### src/rtl/axi_bootrom_responder.sv
// rtl/axi_bootrom_responder.sv - AXI4 subordinate serving the Boot ROM region
//
// Reads are served one beat at a time from an external synchronous ROM.
// Writes are drained and answered with SLVERR.
//
// Ports:
//   clk_i, rst_ni              clock, asynchronous active-low reset
//   ar_*                       read address channel (id, addr, len, size, burst)
//   r_*                        read data channel (id, data, resp, last)
//   aw_valid_i/aw_ready_o/id   write address channel
//   w_valid_i/w_ready_o/last   write data channel (data is discarded)
//   b_*                        write response channel (always SLVERR)
//   rom_req_o/rom_addr_o       ROM read strobe and word index
//   rom_rdata_i                ROM word, valid the cycle after rom_req_o
module axi_bootrom_responder #(
  parameter int unsigned             AxiAddrWidth = 64,
  parameter int unsigned             AxiDataWidth = 64,
  parameter int unsigned             AxiIdWidth   = 4,
  parameter logic [AxiAddrWidth-1:0] RomBase      = 'h1_0000,
  parameter logic [AxiAddrWidth-1:0] RomBytes     = 'h1_0000,
  localparam int unsigned            BeatShift    = $clog2(AxiDataWidth / 8),
  localparam int unsigned            RomAddrWidth = $clog2(RomBytes) - BeatShift
) (
  input  logic                    clk_i,
  input  logic                    rst_ni,
  input  logic                    ar_valid_i,
  output logic                    ar_ready_o,
  input  logic [AxiIdWidth-1:0]   ar_id_i,
  input  logic [AxiAddrWidth-1:0] ar_addr_i,
  input  logic [7:0]              ar_len_i,
  input  logic [2:0]              ar_size_i,
  input  logic [1:0]              ar_burst_i,
  output logic                    r_valid_o,
  input  logic                    r_ready_i,
  output logic [AxiIdWidth-1:0]   r_id_o,
  output logic [AxiDataWidth-1:0] r_data_o,
  output logic [1:0]              r_resp_o,
  output logic                    r_last_o,
  input  logic                    aw_valid_i,
  output logic                    aw_ready_o,
  input  logic [AxiIdWidth-1:0]   aw_id_i,
  input  logic                    w_valid_i,
  output logic                    w_ready_o,
  input  logic                    w_last_i,
  output logic                    b_valid_o,
  input  logic                    b_ready_i,
  output logic [AxiIdWidth-1:0]   b_id_o,
  output logic [1:0]              b_resp_o,
  output logic                    rom_req_o,
  output logic [RomAddrWidth-1:0] rom_addr_o,
  input  logic [AxiDataWidth-1:0] rom_rdata_i
);

  localparam logic [1:0] RespOkay   = 2'b00;
  localparam logic [1:0] RespSlverr = 2'b10;
  localparam logic [1:0] RespDecerr = 2'b11;
  localparam logic [1:0] BurstFixed = 2'b00;
  localparam logic [1:0] BurstWrap  = 2'b10;
  localparam logic [AxiAddrWidth-1:0] AddrOne  = 1;
  localparam logic [AxiAddrWidth-1:0] RomLimit = RomBase + RomBytes;

  // R_CAPTURE is the cycle in which the ROM word requested in R_FETCH is
  // on rom_rdata_i; it is registered into r_data_o on the way into R_DATA.
  typedef enum logic [1:0] {R_IDLE, R_FETCH, R_CAPTURE, R_DATA} r_state_e;
  typedef enum logic [1:0] {W_IDLE, W_DATA, W_RESP} w_state_e;

  r_state_e                r_state;
  w_state_e                w_state;
  logic [AxiIdWidth-1:0]   id_q;
  logic [AxiAddrWidth-1:0] addr_q;
  logic [7:0]              len_q;
  logic [7:0]              cnt_q;
  logic [2:0]              size_q;
  logic [1:0]              burst_q;
  logic [1:0]              beat_resp_q;

  logic [AxiAddrWidth-1:0] incr, span, next_addr, fetch_addr;
  logic [2:0]              fetch_size;
  logic                    wrap_ok, fetch_size_ok, fetch_in_range, fetch_hit;
  logic [1:0]              fetch_resp;
  logic [RomAddrWidth-1:0] fetch_idx;

  // Address of the beat about to be fetched: the AR address when leaving
  // idle, otherwise the successor of the current beat address.
  always_comb begin
    incr      = AddrOne << size_q;
    span      = (AxiAddrWidth'(len_q) + AddrOne) << size_q;
    wrap_ok   = (len_q == 8'd1) || (len_q == 8'd3) || (len_q == 8'd7) || (len_q == 8'd15);
    next_addr = (addr_q & ~(incr - AddrOne)) + incr;
    if (burst_q == BurstFixed) begin
      next_addr = addr_q;
    end else if ((burst_q == BurstWrap) && wrap_ok) begin
      next_addr = (addr_q & ~(span - AddrOne)) | ((addr_q + incr) & (span - AddrOne));
    end
    fetch_addr     = (r_state == R_IDLE) ? ar_addr_i : next_addr;
    fetch_size     = (r_state == R_IDLE) ? ar_size_i : size_q;
    fetch_size_ok  = (fetch_size <= 3'd3);
    fetch_in_range = (fetch_addr >= RomBase) && (fetch_addr < RomLimit);
    fetch_hit      = fetch_size_ok && fetch_in_range;
    fetch_resp     = !fetch_size_ok ? RespSlverr : (fetch_in_range ? RespOkay : RespDecerr);
    fetch_idx      = RomAddrWidth'((fetch_addr - RomBase) >> BeatShift);
  end

  always_ff @(posedge clk_i or negedge rst_ni) begin
    if (!rst_ni) begin
      r_state     <= R_IDLE;
      ar_ready_o  <= 1'b0;
      r_valid_o   <= 1'b0;
      r_id_o      <= '0;
      r_data_o    <= '0;
      r_resp_o    <= '0;
      r_last_o    <= 1'b0;
      rom_req_o   <= 1'b0;
      rom_addr_o  <= '0;
      id_q        <= '0;
      addr_q      <= '0;
      len_q       <= '0;
      cnt_q       <= '0;
      size_q      <= '0;
      burst_q     <= '0;
      beat_resp_q <= '0;
    end else begin
      case (r_state)
        R_IDLE: begin
          ar_ready_o <= 1'b1;
          if (ar_valid_i && ar_ready_o) begin
            ar_ready_o  <= 1'b0;
            id_q        <= ar_id_i;
            addr_q      <= ar_addr_i;
            len_q       <= ar_len_i;
            size_q      <= ar_size_i;
            burst_q     <= ar_burst_i;
            cnt_q       <= '0;
            rom_req_o   <= fetch_hit;
            rom_addr_o  <= fetch_idx;
            beat_resp_q <= fetch_resp;
            r_state     <= R_FETCH;
          end
        end
        R_FETCH: begin
          rom_req_o <= 1'b0;
          r_state   <= R_CAPTURE;
        end
        R_CAPTURE: begin
          r_valid_o <= 1'b1;
          r_id_o    <= id_q;
          r_data_o  <= (beat_resp_q == RespOkay) ? rom_rdata_i : '0;
          r_resp_o  <= beat_resp_q;
          r_last_o  <= (cnt_q == len_q);
          r_state   <= R_DATA;
        end
        R_DATA: begin
          if (r_ready_i) begin
            r_valid_o <= 1'b0;
            if (r_last_o) begin
              ar_ready_o <= 1'b1;
              r_state    <= R_IDLE;
            end else begin
              addr_q      <= next_addr;
              cnt_q       <= cnt_q + 8'd1;
              rom_req_o   <= fetch_hit;
              rom_addr_o  <= fetch_idx;
              beat_resp_q <= fetch_resp;
              r_state     <= R_FETCH;
            end
          end
        end
        default: r_state <= R_IDLE;
      endcase
    end
  end

  assign b_resp_o = RespSlverr;

  always_ff @(posedge clk_i or negedge rst_ni) begin
    if (!rst_ni) begin
      w_state    <= W_IDLE;
      aw_ready_o <= 1'b0;
      w_ready_o  <= 1'b0;
      b_valid_o  <= 1'b0;
      b_id_o     <= '0;
    end else begin
      case (w_state)
        W_IDLE: begin
          aw_ready_o <= 1'b1;
          if (aw_valid_i && aw_ready_o) begin
            aw_ready_o <= 1'b0;
            w_ready_o  <= 1'b1;
            b_id_o     <= aw_id_i;
            w_state    <= W_DATA;
          end
        end
        W_DATA: begin
          if (w_valid_i && w_ready_o && w_last_i) begin
            w_ready_o <= 1'b0;
            b_valid_o <= 1'b1;
            w_state   <= W_RESP;
          end
        end
        W_RESP: begin
          if (b_ready_i) begin
            b_valid_o  <= 1'b0;
            aw_ready_o <= 1'b1;
            w_state    <= W_IDLE;
          end
        end
        default: w_state <= W_IDLE;
      endcase
    end
  end

endmodule

### config.mk
export PLATFORM = sky130hd
export DESIGN_NAME = axi_bootrom_responder
export DESIGN_NICKNAME = d
export VERILOG_FILES = /design/src/rtl/axi_bootrom_responder.sv
export SDC_FILE = /design/constraint.sdc
export NUM_CORES = 1
export LEC_CHECK = 0
export CORE_MARGIN = 2
export CORE_UTILIZATION = 45
export DETAILED_ROUTE_END_ITERATION = 16
export PLACE_DENSITY = 0.7
export SYNTH_ARGS = -nofsm -noshare
export SYNTH_HDL_FRONTEND = slang
export SYNTH_SLANG_ARGS = --single-unit
### constraint.sdc
create_clock -name clk_i -period 6.2 [get_ports clk_i]
set_clock_uncertainty 0.2 [all_clocks]
set_input_delay 0.62 -clock clk_i [delete_from_list [all_inputs] [get_ports clk_i]]
set_output_delay 0.62 -clock clk_i [all_outputs]
set_load 0.1 [all_outputs]
==> impl_metrics.env <==
export IMPL_grt_first_pass_wirelength_mm=87.8
export IMPL_vias=15300
export IMPL_remaining_drc_errors=0
export IMPL_synth_largest_type_area_fraction=0.337
export IMPL_via_count_of_the_first_global_routing_pass=14300
export IMPL_timing_reg2reg_worst_path_depth=18
export IMPL_rsz0062_at_grt="no"
export IMPL_global_route_overflow_total=0
export IMPL_min_delay_worst_endpoint="b_id_o[2]"
export IMPL_netlist_instances=1822
export IMPL_drt_wl_cell_um=23.8
export IMPL_run_status="completed"
export IMPL_globalRouteTotalUtil=0.348
export IMPL_gp_congestion=1.05
export IMPL_post_synth_instance_area_um2=14000
export IMPL_nets=2188
export IMPL_worst_setup_path_type="flop to flop"
export IMPL_die_height_um=181
export IMPL_syn_nets=2004
export IMPL_hp_class="flop to flop"
export IMPL_cts_tree="done"
export IMPL_holdCritStartpoint="b_id_o[2]"
export IMPL_root_buffer="sky130_fd_sc_hd__clkbuf_16"
export IMPL_core_box_area_um2=30700
export IMPL_cp_required_ps=6300
export IMPL_share_clk_of_total_power=0.136
export IMPL_cts_root_to_sink_buffers=2
export IMPL_timing_rr_end="beat_resp_q[0]"
export IMPL_die_area_um2=32600
export IMPL_total_power_w=0.00861
export IMPL_rows=64
export IMPL_antenna_violating_nets_post_route=0
export IMPL_power_internal_w=0.00387
export IMPL_clock_transition_at_path_regs_ps=80
export IMPL_total_negative_slack_for_setup_checks_ps=0
export IMPL_post_route_cells_drive_above_1_share=0.0768
export IMPL_cts_htree_levels=4
export IMPL_slew_headroom=0.315
export IMPL_finalWirelength_mm=57.4
export IMPL_detailed_place_hpwl_mm=43.5
export IMPL_area_contributors_post_synth="sky130_fd_sc_hd__dfrtp_1, sky130_fd_sc_hd__nand2_1, sky130_fd_sc_hd__o21ai_0, sky130_fd_sc_hd__a21oi_1, sky130_fd_sc_hd__nor2_1"
export IMPL_dr_pass1_iters=6
export IMPL_ioPinCount=253
export IMPL_clk_latency_ps=460
export IMPL_synth_seq_area_share=0.337
export IMPL_hold_violations=0
export IMPL_finalCritPeriodShare=0.932
export IMPL_fmaxAchievable_mhz=173
export IMPL_period_needed_ps=5780
export IMPL_crit_path_end_kind="flop"
export IMPL_crit_arrival_ps=5870
export IMPL_worst_hold_path_num_cells=2
export IMPL_yosys_register_bits=189
export IMPL_start_kind="flop"
export IMPL_maxCapViolations=0
export IMPL_initial_utilization=0.457
export IMPL_yosys_area_top_type="sky130_fd_sc_hd__dfrtp_1"
export IMPL_post_synth_cell_area_avg_um2=7.69
export IMPL_seq_power_share=0.258
export IMPL_synthDistinctLibCells=99
export IMPL_p_per_area_nw_per_um2=491
export IMPL_synth_most_common_cell="sky130_fd_sc_hd__nand2_1"
export IMPL_grt_start_max_net_pins=75
export IMPL_critical_path_reg2reg_startpoint="size_q[1]"
export IMPL_synth_enable_flop_cells=0
export IMPL_port_buffers=250
export IMPL_ys_warn_count=0
export IMPL_async_reset_ff_frac=1.00
export IMPL_post_synth_most_frequent_cells="sky130_fd_sc_hd__nand2_1, sky130_fd_sc_hd__o21ai_0, sky130_fd_sc_hd__dfrtp_1"
export IMPL_syn2layout_area_growth_pct=25.1
export IMPL_worst_ir_drop_vdd_mv=0.385
export IMPL_first_drt_iteration_drcs=1901
export IMPL_cts_sinks=189
export IMPL_power_static_leakage_nw=6.76
export IMPL_grt_antenna_before_repair=0
export IMPL_tritoncts_buffers=17
export IMPL_worstPathMaxFanout=12
export IMPL_least_margin_pin_slew_ps=1020
export IMPL_vias_per_cell=6.35
export IMPL_dieWidth_um=181
export IMPL_power_share_switching=0.551
export IMPL_ff2ff_setup_slack_ps=420
export IMPL_setup_viol=0
export IMPL_total_switching_power_w=0.00474
export IMPL_antennaDiodeCount=0
export IMPL_p_comb_frac=0.605
export IMPL_primary_ff_master_synth="sky130_fd_sc_hd__dfrtp_1"
export IMPL_max_slew_vio_count=0
==> power groups by stage <==
stage | logic (W) | clock network, W | registers (W)
4_1_cts | 0.00507 | 0.00119 | 0.00219
5_1_grt | 0.00560 | 0.00123 | 0.00226
3_3_place_gp | 0.00501 | 0 | 0.00221
3_5_place_dp | 0.00504 | 0 | 0.00222
6_report | 0.00521 | 0.00117 | 0.00223
2_1_floorplan | 0.00331 | 0 | 0.00225
==> how the worst max path moves through the flow <==
stage                     startpoint              to  slack [ps]  cells after the start
after floorplan            size_q[1]  beat_resp_q[1]        1090                     21
after detailed placement   size_q[1]  beat_resp_q[0]         290                     18
after CTS                  size_q[1]  beat_resp_q[0]         270                     18
final                      size_q[1]  beat_resp_q[0]         420                     18
after global routing       size_q[2]  beat_resp_q[0]          20                     17
after global placement     size_q[1]  beat_resp_q[0]         370                     18
==> what timing repair did <==
item | CTS | global route
gates resized for setup | 0 | 2
endpoints found under the setup margin | 0 | 3
buffers inserted | 0 | 2
hold endpoints to repair | 63 | 0
hold buffers | 1 | 0
==> worst max-delay path, cell delays in order (launching register included) <==
cell and delay, ps:
sky130_fd_sc_hd__dfrtp_1 380, sky130_fd_sc_hd__nor2_1 410, sky130_fd_sc_hd__nand2_1 210, sky130_fd_sc_hd__ha_1 350, sky130_fd_sc_hd__nand2b_1 260, sky130_fd_sc_hd__nor3b_1 230, sky130_fd_sc_hd__o311ai_0 260, sky130_fd_sc_hd__buf_4 250
sky130_fd_sc_hd__nor3_1 590, sky130_fd_sc_hd__o21ai_0 190, sky130_fd_sc_hd__buf_4 220, sky130_fd_sc_hd__nor3_1 170, sky130_fd_sc_hd__o21a_1 130, sky130_fd_sc_hd__a211oi_1 70, sky130_fd_sc_hd__nand3b_1 170, sky130_fd_sc_hd__or4_1 500
sky130_fd_sc_hd__o32a_1 330, sky130_fd_sc_hd__a2111oi_2 550, sky130_fd_sc_hd__a31oi_1 160
==> per-stage QoR <==
step | hold WS, ps | instances | area [µm²] | util | worst slack [ps]
floorplan | 124 | 1822 | 14000 | - | 1090
global placement | 262 | 2380 | 16900 | 0.551 | 375
detailed placement | 270 | 2380 | 16900 | 0.551 | 286
CTS | 291 | 2413 | 17500 | 0.571 | 265
global route | 314 | 2415 | 17500 | 0.572 | 19.2
finish | 285 | 2415 | 17500 | 0.572 | 423
==> layer usage <==
metal,share of wire,wire (µm),track usage
met1,0.43,24600,0.492
met2,0.43,24700,0.526
met3,0.11,6070,0.0726
met4,0.035,2000,0.121
met5,0,0,0
==> sequential cells by signal, summed over array words and instances (netlist names), 2 cells and up <==
signal and count:
beat_resp_q 2, w_state 2, cnt_q 8, len_q 8
size_q 3, r_id_o 4, id_q 4, r_data_o 64
r_state 2, burst_q 2, r_resp_o 2, rom_addr_o 13
addr_q 64, b_id_o 4
==> area by class of cell <==
class	count	area, µm²
Multi-Input combinational cell	1402	8450
Tap cell	396	495
Fill cell	2840	13100
Clock inverter	15	184
Inverter	94	353
Timing Repair Buffer	302	2900
Clock buffer	17	425
Sequential cell	189	4730
==> kinds of logic after synthesis <==
logic type                 synth area share
and+or+nand+nor                       0.239
AOI/OAI and AO/OA                     0.247
buffers and inverters                0.0660
DFF                                   0.337
muxes                                0.0543
xor gates and xnor gates             0.0330
adders and majority gates            0.0228
other                              0.000536
==> cell usage in the layout, fill, tap and decap left out, drive strengths merged, types with 7 or more instances in the layout <==
master         instances
a31oi                 23
dfrtp                189
or3                   17
clkbuf                18
buf                   51
a22oi                  8
nand4                 39
nor4                  30
inv                  101
xor2                  22
nor3                  56
mux2                  30
ha                    24
a21o                  14
o31ai                 15
a211o                 11
clkdlybuf4s50        249
nand2b                 9
nand2                264
and3                  20
o21ai                197
and2                  20
nor2b                 11
mux2i                 42
a21oi                119
o22ai                 36
nand3                 58
a22o                   7
nor2                 134
o211ai                14
a211oi                20
xnor2                 30
a311oi                 8
and4                  11
Note: power is estimated with default switching activity, not from simulation.
